## src/rtl/asynch_fifo_pkg.sv

```systemverilog
// Shared types and defaults for the asynchronous FIFO read-side packer.
// RD_PACKER_FLUSH_EN adds the idle-flush timeout default.
package asynch_fifo_pkg;

    typedef enum logic [0:0] {
        COLLECT = 1'b0,
        HOLD    = 1'b1
    } rd_packer_state_e;

    localparam int FIFO_WIDTH_DEF     = 4;
    localparam int PACK_RATIO_DEF     = 4;
`ifdef RD_PACKER_FLUSH_EN
    localparam int TIMEOUT_CYCLES_DEF = 16;
`endif

endpackage

```

## src/rtl/rd_packer_idle_timer.sv

```systemverilog
// Idle-cycle counter with clear and terminal count for the packer's partial-word flush.
// Only built when RD_PACKER_FLUSH_EN is defined.
`ifdef RD_PACKER_FLUSH_EN
module rd_packer_idle_timer #(
    parameter int  LIMIT = 16,
    localparam int CNT_W = $clog2(LIMIT + 1)
) (
    input  logic clk_i,
    input  logic rst_i,
    input  logic clr_i,
    input  logic inc_i,
    output logic tc_o
);

    logic [CNT_W-1:0] cnt_q;

    // Fires on the LIMIT-th consecutive idle cycle.
    assign tc_o = inc_i && (cnt_q == CNT_W'(LIMIT - 1));

    // Idle-cycle count, restarted whenever activity resumes or the flush fires.
    always_ff @(posedge clk_i or posedge rst_i) begin
        if (rst_i) begin
            cnt_q <= {CNT_W{1'b0}};
        end else if (clr_i || tc_o) begin
            cnt_q <= {CNT_W{1'b0}};
        end else if (inc_i) begin
            cnt_q <= cnt_q + CNT_W'(1);
        end
    end

endmodule
`endif

```

## src/rtl/asynch_fifo_rd_packer.sv

```systemverilog
// Read-side packer: pops FIFO entries and packs PACK_RATIO of them per output word.
// Defining RD_PACKER_FLUSH_EN enables the idle-timeout flush of partial words.
module asynch_fifo_rd_packer
    import asynch_fifo_pkg::*;
#(
    parameter int  FIFO_WIDTH     = FIFO_WIDTH_DEF,
    parameter int  PACK_RATIO     = PACK_RATIO_DEF,
`ifdef RD_PACKER_FLUSH_EN
    parameter int  TIMEOUT_CYCLES = TIMEOUT_CYCLES_DEF,
`endif
    localparam int OUT_WIDTH      = FIFO_WIDTH * PACK_RATIO,
    localparam int CNT_W          = $clog2(PACK_RATIO + 1)
) (
    input  logic                  i_rclk,
    input  logic                  i_rst,
    input  logic                  i_empty,
    output logic                  o_ren,
    input  logic [FIFO_WIDTH-1:0] i_rdata,
    output logic                  o_valid,
    input  logic                  i_ready,
    output logic [OUT_WIDTH-1:0]  o_data,
    output logic [CNT_W-1:0]      o_nib_cnt,
    output logic                  o_partial
);

    localparam logic [CNT_W-1:0] FULL_CNT = CNT_W'(PACK_RATIO);
    localparam logic [CNT_W-1:0] LAST_CNT = CNT_W'(PACK_RATIO - 1);
    localparam logic [CNT_W-1:0] ONE_CNT  = CNT_W'(1);

    rd_packer_state_e     state_q;
    logic [CNT_W-1:0]     iss_cnt_q;
    logic [CNT_W-1:0]     cap_cnt_q;
    logic                 rd_pend_q;
    logic [OUT_WIDTH-1:0] data_d;
    logic                 flush_s;

    // iss_cnt caps reads in flight so a word never over-collects.
    assign o_ren = !i_rst && (state_q == COLLECT) && !i_empty && (iss_cnt_q < FULL_CNT);

    // Unfilled slots are always zero, so OR-ing the entry in places it at cap_cnt.
    assign data_d = o_data | (OUT_WIDTH'(i_rdata) << (int'(cap_cnt_q) * FIFO_WIDTH));

`ifdef RD_PACKER_FLUSH_EN
    logic idle_s;
    logic partial_q;

    assign idle_s = (state_q == COLLECT) && (cap_cnt_q != {CNT_W{1'b0}}) && !o_ren && !rd_pend_q;

    rd_packer_idle_timer #(
        .LIMIT (TIMEOUT_CYCLES)
    ) u_idle_timer (
        .clk_i (i_rclk),
        .rst_i (i_rst),
        .clr_i (!idle_s),
        .inc_i (idle_s),
        .tc_o  (flush_s)
    );

    // Marks a flushed word short until downstream takes it.
    always_ff @(posedge i_rclk or posedge i_rst) begin
        if (i_rst) begin
            partial_q <= 1'b0;
        end else if (flush_s) begin
            partial_q <= 1'b1;
        end else if ((state_q == HOLD) && i_ready) begin
            partial_q <= 1'b0;
        end
    end

    assign o_partial = partial_q;
`else
    assign flush_s   = 1'b0;
    assign o_partial = 1'b0;
`endif

    // Read bookkeeping, word assembly and the COLLECT/HOLD handshake.
    always_ff @(posedge i_rclk or posedge i_rst) begin
        if (i_rst) begin
            state_q   <= COLLECT;
            iss_cnt_q <= {CNT_W{1'b0}};
            cap_cnt_q <= {CNT_W{1'b0}};
            rd_pend_q <= 1'b0;
            o_valid   <= 1'b0;
            o_data    <= {OUT_WIDTH{1'b0}};
            o_nib_cnt <= {CNT_W{1'b0}};
        end else begin
            rd_pend_q <= o_ren;
            case (state_q)
                COLLECT: begin
                    if (o_ren) begin
                        iss_cnt_q <= iss_cnt_q + ONE_CNT;
                    end
                    if (rd_pend_q) begin
                        o_data    <= data_d;
                        cap_cnt_q <= cap_cnt_q + ONE_CNT;
                        if (cap_cnt_q == LAST_CNT) begin
                            state_q   <= HOLD;
                            o_valid   <= 1'b1;
                            o_nib_cnt <= FULL_CNT;
                        end
                    end else if (flush_s) begin
                        state_q   <= HOLD;
                        o_valid   <= 1'b1;
                        o_nib_cnt <= cap_cnt_q;
                    end
                end
                HOLD: begin
                    if (i_ready) begin
                        state_q   <= COLLECT;
                        o_valid   <= 1'b0;
                        iss_cnt_q <= {CNT_W{1'b0}};
                        cap_cnt_q <= {CNT_W{1'b0}};
                        o_data    <= {OUT_WIDTH{1'b0}};
                        o_nib_cnt <= {CNT_W{1'b0}};
                    end
                end
                default: begin
                    state_q <= COLLECT;
                end
            endcase
        end
    end

endmodule

```

## config.mk

```make
export PLATFORM = sky130hd
export DESIGN_NAME = asynch_fifo_rd_packer
export DESIGN_NICKNAME = d
export VERILOG_FILES = /design/src/rtl/asynch_fifo_pkg.sv /design/src/rtl/rd_packer_idle_timer.sv /design/src/rtl/asynch_fifo_rd_packer.sv
export SDC_FILE = /design/constraint.sdc
export NUM_CORES = 1
export LEC_CHECK = 0
export ABC_AREA = 1
export BUFFER_PORTS_ARGS = -buffer_cell sky130_fd_sc_hd__buf_4
export CAP_MARGIN = 25
export CORE_UTILIZATION = 50
export CTS_BUF_LIST = sky130_fd_sc_hd__clkbuf_8
export DETAILED_ROUTE_END_ITERATION = 12
export PLACE_DENSITY = 0.76
export SYNTH_ARGS = -nofsm -noshare
export SYNTH_HDL_FRONTEND = slang
export SYNTH_HIERARCHICAL = 1
export SYNTH_SLANG_ARGS = --single-unit
```

## constraint.sdc

```tcl
create_clock -name i_rclk -period 2.7 [get_ports i_rclk]
set_clock_uncertainty 0.2 [all_clocks]
set_input_delay 0.54 -clock i_rclk [delete_from_list [all_inputs] [get_ports i_rclk]]
set_output_delay 0.54 -clock i_rclk [all_outputs]
set_load 0.05 [all_outputs]
```

==> results_dict.tcl, run 1 <==
set metrics [dict create \
    run_status "finished clean" \
    route.antenna.remaining_nets 0 \
    setup_violations 0 \
    cts_buffer_depth 2 \
    cts_root_buffer "clkbuf_8" \
    start_util_pct 54.2 \
    critical_path_max_stage_delay_ns 0.43 \
    grt-busiest-layer "met2" \
    rows 17 \
    share_clk_of_total_power_pct 10.9 \
    crit_chain "nor2_1 -> nand3_1 -> inv_1 -> buf_4" \
    grt_max_degree 26 \
    grt_setup_unrepaired "false" \
    post_cts.repair.setup_buffers 0 \
    synthDistinctLibCells 18 \
    switching_power_uw 1020 \
    detail_route.iter0.violations 10 \
    fp.dieArea_um2 2650 \
    detail_route.first_pass.iterations 4 \
    cts_h_tree_lvls 1 \
    synth_area_um2 1220 \
    critical_path_class "reg2out" \
    clock-sinks 25 \
    post_layout_nonfiller_instances 194 \
    vias 944 \
    setup-tns-final_ns 0 \
    clock_period_minus_worst_slack_ns 2.05 \
    drc_violations 0 \
    worst-endpoint-arrival_ns 1.31 \
    total_leakage_power_uw 0.000764 \
    core-area_um2 2250 \
    netSwitchingFraction_pct 50.9 \
    port-buffer-count 26 \
    detailed_place_hpwl_um 1700 \
    drv.max_cap_violation_count 0 \
    grt_antenna_before_repair 0 \
    cts.reportedPaths.clkPinSlew_ns 0.08 \
    grt_first_pass_wirelength_um 3680 \
    num-nets-final 178 \
    cts_hold_buffers 0 \
    pin_count 30 \
    post_cts_resized 0 \
    p_per_area_nw_per_um2 1380 \
    holdWs_ns 0.149 \
    vias_per_cell 4.87 \
    cts_buffers 3 \
    finish.instance_area_um2 1460 \
    timing.final.max_slew_violations 0 \
    cp-start-kind "register" \
    internal_power_uw 984 \
    timing_hold_violations_final 0 \
    critical_path.top_delay_family "flip-flops" \
    clkLatencyLatePin_ns 0.26 \
    place_inst 190 \
    synth-seq-area-share_pct 51.2 \
    yosys_warnings 6 \
    hp-class "in2async" \
    post_synth_inst_count 139 \
    grt.met3_usage_pct 2.68 \
    postRouteWirelength_um 2260 \
    synth_to_final_area_change_pct 19.1 \
    drive_above_1_share_pct 28.9 \
    end_kind "primary output" \
    max_freq_mhz 489 \
    critical_path_required_ns 1.96 \
    grt_overflow 0 \
    num_antenna_cells 0 \
    power.share.combinational_pct 56.9 \
    dieHeight_um 51.4 \
    finalWeightedCongestion 0.792 \
    globalRouteMet2Util_pct 32.9 \
    globalRouteMet1Util_pct 23.9 \
    path_max_fanout 4 \
    grt_pass1_vias 865 \
    proportion_of_power_drawn_by_flip_flops_and_latches_pct 32.2 \
    final_critical_path_setup_slack_ns 0.655 \
    avgRoutedWirePerCell_um 11.6 \
    crit_buf_inv 2 \
    tritoncts "built" \
    critPathSlowestCell "dfrtp_1" \
    ys_ff_latch 25 \
    track_usage_pct 19.0 \
    placement.setup.worst_slack_ns 0.718 \
    postSynthAreaPerCell_um2 8.79 \
    layout_worst_path_cycle_share_pct 75.8 \
    fp.dieW_um 51.4 \
    placedInstanceArea_um2 1410 \
    worst_supply_voltage_drop_on_vdd_mv 0.924 \
]
==> synth_stat cells <==
cell type  instances  area share (%)
conb_1             1            0.31
inv_1             24             7.4
buf_12             1             1.6
nor2_1            17             5.2
inv_2              1            0.31
ha_1               3             3.1
nand3_1            3             1.2
o21ai_2            2             1.4
o21ai_0            3             1.2
a21oi_2            7             5.0
nand2_2            4             2.0
o22ai_1            1            0.51
dfrtp_1           25              51
nand2_1           30             9.2
a21oi_1            9             3.7
buf_4              5             3.1
nand2_8            1             1.6
nand2_4            2             1.8
==> through the flow <==
step | power, uW | util, %
after floorplan | 1510 | -
after global placement | 1760 | 62.5
after detailed placement | 1800 | 62.5
after CTS | 2020 | 64.6
after global routing | 2130 | 64.6
final | 2000 | 64.6
==> worst paths after layout <==
check                      cells after the start  slack [ns]                  endpoint                startpoint
max reg2reg                                    3        1.33  cap_cnt_q[2]$_DFFE_PP0P_  cap_cnt_q[0]$_DFFE_PP0P_
max                                            4        0.65                     o_ren         state_q$_DFF_PP0_
max in group asynchronous                      3        1.91     o_data[8]$_DFFE_PP0P_                     i_rst
min reg2reg                                    2        0.32     o_data[3]$_DFFE_PP0P_     o_data[3]$_DFFE_PP0P_
min in group i_rclk                            2        0.28         state_q$_DFF_PP0_                   i_ready
min                                            3        0.15       rd_pend_q$_DFF_PP0_                     i_rst
==> worst reg2reg max path, cell delays in order, from the launching register on <==
cell     delay, ns
dfrtp_1       0.45
ha_1          0.23
ha_1          0.27
o22ai_1       0.15
==> layout make-up <==
cell class,instances,area (um^2)
Tap cell,28,35.0
Timing Repair Buffer,27,203
Fill cell,206,798
Clock inverter,1,5.00
Clock buffer,3,41.3
Sequential cell,25,626
Multi-Input combinational cell,85,453
Inverter,25,93.8
==> sequential cells by signal (all words and copies together) (netlist names) <==
signal	flops
state_q	1
rd_pend_q	1
o_data	16
iss_cnt_q	3
o_nib_cnt	1
cap_cnt_q	3
==> power by group through the flow <==
stage / Combinational, uW / Clock [uW] / Sequential (uW)
after floorplan: 429 / 0 / 1080
after global placement: 1120 / 0 / 644
after detailed placement: 1150 / 0 / 657
after CTS: 1150 / 224 / 649
after global routing: 1220 / 236 / 668
final: 1140 / 218 / 645
==> cells in the final DEF, fill, tap and decap left out, drive strengths merged <==
cell / n
buf: 27
o22ai: 1
o21ai: 5
dfrtp: 25
nor2: 17
nand2: 37
clkinv: 1
conb: 3
a21oi: 16
inv: 25
nand3: 3
clkbuf: 3
ha: 3
==> cells by family after synthesis <==
kind of cell	after synthesis	share of synthesized area [%]
other cells	1	0.307
simple gates	57	21.2
flops	25	51.2
fa+ha+maj	3	3.07
compound gates	22	11.9
buf+inv	31	12.4
==> metal layers <==
metal,part of all wire (%),vias up,wire [um]
met4,1.2,0,28
met2,50,29,1130
met3,4.5,5,102
li1,-,466,-
met5,0,-,0
met1,44,444,997
(Power assumes the default switching activity.)
==> inputs of run 2 (changes only) <==
--- a/config.mk
+++ b/config.mk
@@ -8,10 +8,10 @@
 export ABC_AREA = 1
 export BUFFER_PORTS_ARGS = -buffer_cell sky130_fd_sc_hd__buf_4
 export CAP_MARGIN = 25
-export CORE_UTILIZATION = 50
+export CORE_UTILIZATION = 49
 export CTS_BUF_LIST = sky130_fd_sc_hd__clkbuf_8
 export DETAILED_ROUTE_END_ITERATION = 12
-export PLACE_DENSITY = 0.76
+export PLACE_DENSITY = 0.77
 export SYNTH_ARGS = -nofsm -noshare
 export SYNTH_HDL_FRONTEND = slang
 export SYNTH_HIERARCHICAL = 1
==> constraint.sdc (replaced) <==
create_clock -name i_rclk -period 1.8 [get_ports i_rclk]
set_clock_uncertainty 0.2 [all_clocks]
set_input_delay 0.36 -clock i_rclk [delete_from_list [all_inputs] [get_ports i_rclk]]
set_output_delay 0.36 -clock i_rclk [all_outputs]
set_load 0.05 [all_outputs]
==> results_dict.tcl, run 2 (synthesis gave the netlist of run 1 again) <==
set metrics [dict create \
    core-area_um2 2280 \
    drive_above_1_share_pct 32.1 \
    postRouteWirelength_um 2220 \
    post_layout_nonfiller_instances 196 \
    cts_buffer_depth 2 \
    fp.dieW_um 51.9 \
    detailed_place_hpwl_um 1600 \
    cts_h_tree_lvls 1 \
    synth_to_final_area_change_pct 21.9 \
    worst-endpoint-arrival_ns 1.19 \
    clock_period_minus_worst_slack_ns 1.75 \
    critical_path.endpoint "o_ren" \
    critical_path_class "reg2out" \
    dieHeight_um 51.9 \
    detail_route.first_pass.iterations 4 \
    cts.reportedPaths.clkPinSlew_ns 0.08 \
    grt_antenna_before_repair 0 \
    worst_supply_voltage_drop_on_vdd_mv 1.16 \
    finish.instance_area_um2 1490 \
    flip_flop_count_of_the_largest_register_after_layout 16 \
    num_antenna_cells 0 \
    cp-start-kind "register" \
    p_per_area_nw_per_um2 2020 \
    vias 926 \
    timing_hold_violations_final 8 \
    layout_worst_path_cycle_share_pct 97.2 \
    crit_start "state_q$_DFF_PP0_" \
    r2r_cells 3 \
    hp-class "in2async" \
    cts_buffers 3 \
    place_inst 190 \
    max_flop_register "o_data" \
    layout_commonest_cell "nand2_1" \
    failed_checks "negative hold slack" \
    path_max_fanout 3 \
    setup-tns-final_ns 0 \
    rows 17 \
    crit_buf_inv 2 \
    tritoncts "built" \
    total_leakage_power_uw 0.000770 \
    port-buffer-count 26 \
    clkLatencyLatePin_ns 0.26 \
    critical_path_required_ns 1.24 \
    worstSetupPathDepth 4 \
    max_freq_mhz 572 \
    holdWs_ns -0.00910 \
    drc_violations 0 \
    largest_registers "o_data: 16 flops, cap_cnt_q: 3 flops, iss_cnt_q: 3 flops" \
    placedInstanceArea_um2 1410 \
    finalWeightedCongestion 0.796 \
    avgRoutedWirePerCell_um 11.3 \
    cts_root_buffer "clkbuf_8" \
    fp.dieArea_um2 2700 \
    drv.max_cap_violation_count 0 \
    critical_path_max_stage_delay_ns 0.44 \
    power.total_uw 3020 \
    setup_violations 0 \
    worstReg2RegEnd "cap_cnt_q[2]$_DFFE_PP0P_" \
    num-nets-final 180 \
    clock-sinks 25 \
    grt_first_pass_wirelength_um 3600 \
    vias_per_cell 4.72 \
    pin_count 30 \
    layout_common_cells "nand2_1 (30), buf_4 (28), dfrtp_1 (25)" \
    route.antenna.remaining_nets 0 \
    run_status "complete, but fails checks" \
    r2r_setup_slack_ns 0.43 \
    end_kind "primary output" \
    grt_overflow 0 \
    timing.final.max_slew_violations 0 \
    grt_max_degree 26 \
    track_usage_pct 18.2 \
    worst_r2r_startpoint "cap_cnt_q[0]$_DFFE_PP0P_" \
    detail_route.iter0.violations 5 \
    crit_chain "nor2_2 -> nand3_2 -> inv_2 -> buf_8" \
    start_util_pct 53.7 \
    critPathSlowestCell "dfrtp_1" \
    grt_pass1_vias 900 \
    critical_path.top_delay_family "flip-flops" \
]
## run 2: cell count changes in the layout (fill, tap and decap cells not counted)
cell | before | now
nand3_2 | 0 | 1
inv_1 | 24 | 22
nand3_1 | 3 | 2
inv_2 | 1 | 2
nor2_1 | 17 | 16
clkinvlp_4 | 0 | 1
nor2_2 | 0 | 1
buf_8 | 0 | 1
buf_4 | 27 | 28
## run 2: metal layers
metal	GRT usage (%)	up-vias	share of wire (%)
met5	0	-	0
met4	5.41	0	0.90
met3	2.92	3	4.0
met2	32.1	20	50
met1	22.5	433	45
li1	-	470	-
## run 2: layout make-up
type	count	area (um^2)
clock buffer	3	41.3
multi-input combinational	85	460
clock inverter	1	5.00
sequential	25	626
timing repair buffer	29	225
fill	195	786
tap	28	35.0
inverter	25	97.6
## run 2: what timing repair did
action | in CTS | in global routing
setup endpoints to repair | 1 | 1
buffers inserted | 0 | 2
hold buffers | 0 | 0
pin swaps | 0 | 0
resized for setup | 3 | 2
## run 2: how the worst min path moves through the flow
| stage | to | slack, ns | cells past startpoint | startpoint |
|---|---|---|---|---|
| 2_1_floorplan | cap_cnt_q[0]$_DFFE_PP0P_ | 0.05 | 1 | i_rst |
| 3_3_place_gp | o_nib_cnt[2]$_DFFE_PP0P_ | 0.29 | 3 | i_rst |
| 3_5_place_dp | o_nib_cnt[2]$_DFFE_PP0P_ | 0.29 | 3 | i_rst |
| 4_1_cts | o_nib_cnt[2]$_DFFE_PP0P_ | 0.009 | 3 | i_rst |
| 5_1_grt | o_nib_cnt[2]$_DFFE_PP0P_ | 0.03 | 3 | i_rst |
| 6_report | o_nib_cnt[2]$_DFFE_PP0P_ | -0.009 | 3 | i_rst |
## run 2: stage by stage
step,utilization [%],setup WS (ns)
floorplan,-,-0.00572
global placement,62.1,0.235
detailed placement,62.1,0.204
CTS,64.5,0.0190
global route,65.5,-0.0136
finish,65.5,0.0503
## run 2: worst register-to-register path: stages (launching register included)
cell and delay [ns]:
dfrtp_1 0.44, ha_1 0.23, ha_1 0.27, o22ai_1 0.16
## run 2: report_power, final
part / internal, uW / switching (uW)
sequential: 816 / 148
combinational: 520 / 1210
clock: 155 / 171
total: 1490 / 1530
==> inputs of run 3 (changes only) <==
--- a/config.mk
+++ b/config.mk
@@ -12,6 +12,7 @@
 export CTS_BUF_LIST = sky130_fd_sc_hd__clkbuf_8
 export DETAILED_ROUTE_END_ITERATION = 12
 export PLACE_DENSITY = 0.77
+export SETUP_SLACK_MARGIN = 0.5
 export SYNTH_ARGS = -nofsm -noshare
 export SYNTH_HDL_FRONTEND = slang
 export SYNTH_HIERARCHICAL = 1
==> results_dict.tcl, run 3 (synthesis gave the netlist of run 1 again) <==
set metrics [dict create \
    worst_supply_voltage_drop_on_vdd_mv 1.24 \
    vias_per_cell 5.12 \
    drv.max_cap_violation_count 0 \
    timing.final.max_slew_violations 0 \
    layout_worst_path_cycle_share_pct 93.2 \
    post_layout_nonfiller_instances 215 \
    rows 17 \
    cts_buffers 3 \
    power.total_uw 3660 \
    setup_violations 0 \
    finish.instance_area_um2 1880 \
    pin_count 30 \
    path_max_fanout 2 \
    fillCellCount 126 \
    place_inst 190 \
    fp.dieW_um 51.9 \
    num-nets-final 199 \
    end_kind "primary output" \
    dieHeight_um 51.9 \
    synth_to_final_area_change_pct 53.4 \
    grt_pass1_vias 979 \
    start_util_pct 53.7 \
    p_per_area_nw_per_um2 1950 \
    track_usage_pct 22.1 \
    largest_registers "o_data: 16 flops, cap_cnt_q: 3 flops, iss_cnt_q: 3 flops" \
    num_antenna_cells 0 \
    avgRoutedWirePerCell_um 15.5 \
    layout_common_cells "dfrtp_1 (25), buf_4 (24), nand2_1 (20)" \
    finalWeightedCongestion 0.847 \
    worst_hold_path.num_cells 2 \
    drc_violations 0 \
    r2r_cells 7 \
    postRouteWirelength_um 3340 \
    cts_root_buffer "clkbuf_8" \
    clock_period_minus_worst_slack_ns 1.68 \
    total_leakage_power_uw 0.000951 \
    setup-tns-final_ns 0 \
    detail_route.first_pass.iterations 4 \
    multi_input_area_um2 638 \
    grt_setup_unrepaired "true" \
    clkLatencyLatePin_ns 0.27 \
    flip_flop_count_of_the_largest_register_after_layout 16 \
    layout_commonest_cell "dfrtp_1" \
    seq_area_um2 626 \
    critical_path_required_ns 1.24 \
    detailed_place_hpwl_um 1630 \
    clock-sinks 25 \
    run_status "finished clean" \
    placedInstanceArea_um2 1420 \
    cp-start-kind "register" \
    cts_buffer_depth 2 \
    max_freq_mhz 596 \
    grt_antenna_before_repair 0 \
    fp.dieArea_um2 2700 \
    max_flop_register "o_data" \
    cts_h_tree_lvls 1 \
    critical_path_class "reg2out" \
    r2r_setup_slack_ns 0.29 \
    hp-class "in2reg" \
    worst-endpoint-arrival_ns 1.12 \
    grt_overflow 0 \
    detail_route.iter0.violations 18 \
    grt_max_degree 26 \
    tritoncts "built" \
    vias 1101 \
    route.antenna.remaining_nets 0 \
    core-area_um2 2280 \
    grt_first_pass_wirelength_um 4240 \
    cts.reportedPaths.clkPinSlew_ns 0.09 \
    drive_above_1_share_pct 51.9 \
    port-buffer-count 26 \
    timing_hold_violations_final 0 \
]
## run 3: path summary, 6_finish.rpt
check	to	from
worst max-delay path	o_ren	state_q$_DFF_PP0_
worst min-delay path	state_q$_DFF_PP0_	i_ready
worst max register to register	o_data[5]$_DFFE_PP0P_	state_q$_DFF_PP0_
worst min register to register	iss_cnt_q[0]$_DFFE_PP0P_	iss_cnt_q[0]$_DFFE_PP0P_
max in group asynchronous	o_data[15]$_DFFE_PP0P_	i_rst
min in group asynchronous	o_data[1]$_DFFE_PP0P_	i_rst
## run 3: repair_timing
| action | in CTS | in global routing |
|---|---|---|
| cloned | 1 | 2 |
| gates resized for setup | 29 | 37 |
| setup buffers | 5 | 12 |
| setup endpoints to repair | 29 | 39 |
| pin swaps | 6 | 8 |
| hold endpoints to repair | 16 | 0 |
| hold buffers | 1 | 0 |
## run 3: metal layers
metal  vias to the layer above  GRT usage (%)  wire length, um
met5                         -              0                0
met2                        40           36.5             1650
met1                       529           27.7             1390
met4                         0           10.8              138
met3                        17           3.80              161
li1                        515              -                -
## run 3: cell type report
cell class                 instances  share of cell area, %
inverter                          25                   6.00
sequential                        25                   33.4
timing repair buffer              45                   22.3
multi-input combinational         88                   34.0
clock buffer                       3                   2.20
tap                               28                   1.87
clock inverter                     1                  0.200
## run 3: where the power goes
| part | leakage (uW) | internal [uW] | total, uW | switching (uW) |
|---|---|---|---|---|
| combinational | 0.000616 | 883 | 2320 | 1430 |
| clock | 0.0000269 | 153 | 326 | 174 |
| sequential | 0.000309 | 818 | 1020 | 201 |
| total | 0.000951 | 1850 | 3660 | 1810 |
## run 3: through the flow
step | hold slack (ns) | setup slack (ns) | util [%]
after floorplan | 0.0525 | 0.0463 | -
after CTS | 0.104 | 0.132 | 71.6
after detailed placement | 0.288 | 0.234 | 62.3
after global placement | 0.283 | 0.259 | 62.3
after global routing | 0.0999 | 0.0892 | 82.4
final | 0.111 | 0.122 | 82.4
## run 3: worst max-delay path: stages (launching register included)
cell and delay (ns):
dfrtp_1 0.42, nor2_2 0.12, nand3_2 0.08, inv_2 0.08
buf_8 0.14
